$ cat config.mk
export PLATFORM = sky130hd
export DESIGN_NAME = operand_fetch_stage
export DESIGN_NICKNAME = d
export VERILOG_FILES = /design/src/rtl/cpu24_pkg.sv /design/src/rtl/reg_scoreboard.sv /design/src/rtl/operand_fetch_stage.sv
export SDC_FILE = /design/constraint.sdc
export NUM_CORES = 1
export LEC_CHECK = 0
export CAP_MARGIN = 25
export CORE_ASPECT_RATIO = 1.1
export CORE_MARGIN = 1
export CORE_UTILIZATION = 35
export CTS_CLUSTER_SIZE = 20
export DETAILED_ROUTE_END_ITERATION = 12
export GPL_TIMING_DRIVEN = 1
export PLACE_DENSITY = 0.77
export RECOVER_POWER = 100
export SLEW_MARGIN = 10
export SYNTH_ARGS = -nofsm -noshare
export SYNTH_HDL_FRONTEND = slang
export SYNTH_SLANG_ARGS = --single-unit
$ cat constraint.sdc
create_clock -name clk -period 2.2 [get_ports clk]
set_input_delay 0.22 -clock clk [delete_from_list [all_inputs] [get_ports clk]]
set_output_delay 0.22 -clock clk [all_outputs]
set_load 0.02 [all_outputs]
$ cat src/rtl/cpu24_pkg.sv
// Shared CPU24 datapath types and default sizes.
// Imported by the operand fetch stage and its scoreboard.
package cpu24_pkg;

  localparam int WIDTH = 24;
  localparam int SIZE  = 8;
  localparam int AW    = $clog2(SIZE);

  typedef logic [AW-1:0]    regAddr_t;
  typedef logic [WIDTH-1:0] word_t;

endpackage

$ cat src/rtl/reg_scoreboard.sv
// Per-register pending bits with same-cycle writeback visibility.
// Optional feature macro: CPU24_ZERO_REG_EN (r0 never pending).
module reg_scoreboard
  import cpu24_pkg::*;
#(
  parameter int SIZE = cpu24_pkg::SIZE,
  parameter int AW   = $clog2(SIZE)
) (
  input  logic          clk,
  input  logic          rst_n,
  input  logic          set_en,
  input  logic [AW-1:0] set_addr,
  input  logic          clr_en,
  input  logic [AW-1:0] clr_addr,
  input  logic [AW-1:0] addr_a,
  input  logic [AW-1:0] addr_b,
  input  logic [AW-1:0] addr_d,
  output logic          pend_a,
  output logic          pend_b,
  output logic          pend_d
);

  logic [SIZE-1:0] pending;
  logic [SIZE-1:0] eff;
  logic            set_ok;

`ifdef CPU24_ZERO_REG_EN
  assign set_ok = set_en && (set_addr != '0);
`else
  assign set_ok = set_en;
`endif

  // Pending view with this cycle's writeback already retired
  always_comb begin
    eff = pending;
    if (clr_en) eff[clr_addr] = 1'b0;
`ifdef CPU24_ZERO_REG_EN
    eff[0] = 1'b0;
`endif
  end

  assign pend_a = eff[addr_a];
  assign pend_b = eff[addr_b];
  assign pend_d = eff[addr_d];

  // Clear on writeback, then set on issue so a same-cycle set wins
  always_ff @(posedge clk or negedge rst_n) begin
    if (!rst_n) begin
      pending <= '0;
    end else begin
      if (clr_en) pending[clr_addr] <= 1'b0;
      if (set_ok) pending[set_addr] <= 1'b1;
    end
  end

endmodule

$ cat src/rtl/operand_fetch_stage.sv
// CPU24 operand fetch: regfile read, writeback bypass, hazard stall.
// Optional feature macro: CPU24_ZERO_REG_EN (r0 hardwired to zero).
module operand_fetch_stage
  import cpu24_pkg::*;
#(
  parameter int WIDTH = cpu24_pkg::WIDTH,
  parameter int SIZE  = cpu24_pkg::SIZE,
  parameter int AW    = $clog2(SIZE)
) (
  input  logic             clk,
  input  logic             rst,
  input  logic             inValid,
  output logic             inReady,
  input  logic [AW-1:0]    inRegA,
  input  logic [AW-1:0]    inRegB,
  input  logic [AW-1:0]    inRegD,
  input  logic             inWrEn,
  output logic [AW-1:0]    rdAddrA,
  output logic [AW-1:0]    rdAddrB,
  input  logic [WIDTH-1:0] rdDataA,
  input  logic [WIDTH-1:0] rdDataB,
  input  logic             wbValid,
  input  logic [AW-1:0]    wbAddr,
  input  logic [WIDTH-1:0] wbData,
  output logic             outValid,
  input  logic             outReady,
  output logic [WIDTH-1:0] outOpA,
  output logic [WIDTH-1:0] outOpB,
  output logic [AW-1:0]    outRegD,
  output logic             outWrEn
);

  logic             pend_a;
  logic             pend_b;
  logic             pend_d;
  logic             hazard;
  logic             accept;
  logic             hit_a;
  logic             hit_b;
  logic [WIDTH-1:0] op_a;
  logic [WIDTH-1:0] op_b;

  assign rdAddrA = inRegA;
  assign rdAddrB = inRegB;

  reg_scoreboard #(
    .SIZE (SIZE),
    .AW   (AW)
  ) u_sb (
    .clk      (clk),
    .rst_n    (rst),
    .set_en   (accept & inWrEn),
    .set_addr (inRegD),
    .clr_en   (wbValid),
    .clr_addr (wbAddr),
    .addr_a   (inRegA),
    .addr_b   (inRegB),
    .addr_d   (inRegD),
    .pend_a   (pend_a),
    .pend_b   (pend_b),
    .pend_d   (pend_d)
  );

  assign hazard  = pend_a | pend_b | (inWrEn & pend_d);
  assign inReady = rst & ~hazard & (~outValid | outReady);
  assign accept  = inValid & inReady;

  assign hit_a = wbValid && (wbAddr == inRegA);
  assign hit_b = wbValid && (wbAddr == inRegB);

  // Regfile writes at the edge, so same-cycle writeback is forwarded
  always_comb begin
    op_a = hit_a ? wbData : rdDataA;
    op_b = hit_b ? wbData : rdDataB;
`ifdef CPU24_ZERO_REG_EN
    if (inRegA == '0) op_a = '0;
    if (inRegB == '0) op_b = '0;
`endif
  end

  // Output register toward execute behind valid/ready
  always_ff @(posedge clk or negedge rst) begin
    if (!rst) begin
      outValid <= 1'b0;
      outOpA   <= '0;
      outOpB   <= '0;
      outRegD  <= '0;
      outWrEn  <= 1'b0;
    end else if (accept) begin
      outValid <= 1'b1;
      outOpA   <= op_a;
      outOpB   <= op_b;
      outRegD  <= inRegD;
      outWrEn  <= inWrEn;
    end else if (outReady) begin
      outValid <= 1'b0;
    end
  end

endmodule
==> qor.log <==
qor: global_routing.grt_antenna_before_repair 0
qor: global_routing.grt_pass1_wl 15,400 µm
qor: setup_path.criticalPathCategory input pin to register
qor: timing.timing.slew.headroom 0.245
qor: floorplanning.initial_core_util 0.366
qor: cts.h-tree-depth 3
qor: timing.hold_viol 0
qor: setup_path.cp_data_arrival_time 2.38 ns
qor: drt.first_iter_violations 118
qor: drt.via_per_inst 5.01
qor: floorplanning.fp.coreArea 9980 µm²
qor: cells_and_area.layout.cells.most_common clkdlybuf4s50_1
qor: logic_synthesis.yosys.area.top_type_share 0.418
qor: global_routing.globalRoute.busiestLayer met2
qor: global_routing.grt_overflow 0
qor: global_routing.grt_util_all_layers 0.185
qor: floorplanning.die_y 109 µm
qor: drt.dr.pass1.iters 4
qor: timing.achievable-frequency 464 MHz
qor: cts.clkTransAtPathRegs 0.07 ns
qor: cts.cts_made_buffers 9
qor: logic_synthesis.count_of_flip_flops_with_a_built_in_enable_after_synthesis 0
qor: setup_path.critPathMaxFanout 8
qor: placed_design.post_dp_cell_area 5400 µm²
qor: timing.period_share 0.980
qor: cells_and_area.fraction_of_layout_instances_using_a_drive_strength_above_1 0.376
qor: floorplanning.fp.dieW 99.4 µm
qor: floorplanning.design.portCount 150
qor: cells_and_area.final_cell_mix clkdlybuf4s50_1, dfrtp_1, dlygate4sd3_1
qor: timing.final.hold.worst_slack 0.279 ns
qor: logic_synthesis.synth.largest_area_cell dfrtp_1
qor: floorplanning.design.die.area 10,800 µm²
qor: floorplanning.row_cnt 38
qor: cells_and_area.num-nets-final 542
qor: timing.layout_setup_ws 0.0444 ns
qor: logic_synthesis.synth_flop_cell dfrtp_1
qor: cts.clock_sinks 61
qor: logic_synthesis.syn-mean-instance-area 13.7 µm²
qor: cells_and_area.antenna_cells_inserted 0
qor: pwr.vdd_ir_drop_max 343 µV
qor: min_path.holdCritPathClass input pin to asynchronous set/reset pin
qor: cells_and_area.finish.instance_area 5780 µm²
qor: cts.cts_max_path_buffers 2
qor: run_status.status finished, final reports clean
qor: placed_design.place.gp.congestion 0.861
qor: placed_design.place.detailed.hpwl 7120 µm
qor: run.max_cap_violations 0
qor: setup_path.startpoint_type input pin
qor: setup_path.setup.worst_path.end_class register
qor: logic_synthesis.yosysUniqueCellTypes 41
qor: cts.clock_network_latency_to_the_later_pin_of_the_worst_skew_pair 0.34 ns
qor: timing.slew_violations 0
qor: logic_synthesis.yosys_register_bits 61
qor: placed_design.port_buffers 149
qor: logic_synthesis.ys_async_rst_share 1.00
qor: logic_synthesis.post_synthesis_instance_total 267
qor: cells_and_area.area.growth.synth_to_final 58.3%
qor: cts.tritoncts yes
qor: pwr.power 4.68 mW
qor: pwr.power.static_leakage 2.50 nW
qor: global_routing.first_global_vias 3,058
qor: global_routing.grt_start_max_net_pins 47
qor: setup_path.critPathRequiredTime 2.42 ns
qor: cts.cts_root_buf clkbuf_8
qor: timing.fin_skew 0.00996 ns
qor: logic_synthesis.yosysWarningCount 0
qor: logic_synthesis.syn-num-nets 357
qor: logic_synthesis.post_synth_main_area_contributors dfrtp_1, mux2_4, mux2_2, buf_12, xnor2_1
qor: drt.drcViolationCount 0
qor: drt.detail_route.wl_per_cell 17.2 µm
qor: pwr.power.density_cell_area 810 nW/µm²
qor: timing.count_of_final_setup_violators 0
qor: global_routing.globalRouteMet3Util 0.0442
qor: placed_design.pre_cts_slack -0.507 ns
qor: drt.routed_wl 9900 µm
qor: drt.route.antenna.remaining_nets 0
qor: timing.period_needed 2.16 ns
qor: timing.tightest_slew 1.13 ns
qor: global_routing.gr-usage-met2 0.321
qor: logic_synthesis.syn_area 3650 µm²
qor: global_routing.gr-usage-met1 0.224
qor: drt.via_count 2,892
qor: logic_synthesis.yosysSeqAreaShare 0.418
[per-layer routing]
metal | wire [µm] | up-vias
met1 | 4110 | 1403
met4 | 119 | 0
met3 | 702 | 11
li1 | - | 1363
met5 | 0 | -
met2 | 4970 | 115
[Yosys cell counts (2+ instances only)]
library cell / n
a32o_1: 2
nor2b_1: 5
a41oi_1: 2
o31ai_1: 5
mux2_2: 53
nand3_1: 9
a41o_1: 2
nand2_1: 11
mux2_4: 47
o2111ai_1: 5
buf_2: 2
dfrtp_1: 61
nand4_1: 3
inv_1: 3
xnor2_1: 7
nand4bb_1: 2
o41ai_1: 2
buf_12: 6
and2_1: 2
buf_4: 8
nand4b_1: 4
clkbuf_1: 7
[final timing paths]
path / cells past startpoint / from / to / slack [ns]
min: 2 / rst / outRegD[0] / 0.28
min in group clk: 3 / inRegD[1] / u_sb.pending[4] / 0.41
min reg2reg: 1 / outOpA[1] / outOpA[1] / 0.50
max: 8 / inRegB[1] / outOpA[22] / 0.04
max in group asynchronous: 3 / rst / outOpB[18] / 0.57
max reg2reg: 8 / u_sb.pending[7] / outOpA[22] / 0.05
[registers in the layout (all words and copies together), names as in the netlist]
name and flops:
outOpA 24, outOpB 24, outRegD 3, outValid 1
outWrEn 1, u_sb.pending 8
[final cells by class]
type                            instances  area, µm²
Clock buffer                           10        128
Fill cell                             817       4210
Multi-Input combinational cell        179       1920
Sequential cell                        61       1530
Tap cell                              120        150
Inverter                                3       11.3
Timing Repair Buffer                  198       1960
Clock inverter                          6       87.6
[where the power goes]
part	internal, mW	switching, mW	leakage [nW]	total [mW]
logic	1.12	0.858	1.65	1.98
clock network	0.638	0.441	0.110	1.08
registers	1.45	0.176	0.740	1.62
total	3.21	1.48	2.50	4.68
[timing repair]
action / in CTS / in global routing
gates cloned: 3 / 0
hold buffers: 1 / 0
endpoints found under the hold margin: 15 / 0
pin swaps: 4 / 2
endpoints found under the setup margin: 57 / 11
buffers inserted: 5 / 1
resized for setup: 14 / 10
[stage by stage]
stage	util	setup TNS, ns	std cells
2_1_floorplan	-	0	267
3_3_place_gp	0.541	-24.22	551
3_5_place_dp	0.541	-28.58	551
4_1_cts	0.577	0	576
5_1_grt	0.579	-0.0196	577
6_report	0.579	0	577
[cell families after synthesis]
| group | share of synthesized area |
|---|---|
| XOR/XNOR | 0.0168 |
| AND/OR/NAND/NOR | 0.0788 |
| flip-flops | 0.418 |
| multiplexers | 0.359 |
| buffers and inverters | 0.0655 |
| AO/OA/AOI/OAI | 0.0613 |
[critical path: stages]
cell and delay (ns):
dlygate4sd3_1 0.67, a41oi_1 0.24, o31ai_1 0.10, o211ai_2 0.23, and4_4 0.28, buf_4 0.18
buf_16 0.14, mux2_4 0.30
Power figures use the tool's default switching activity.
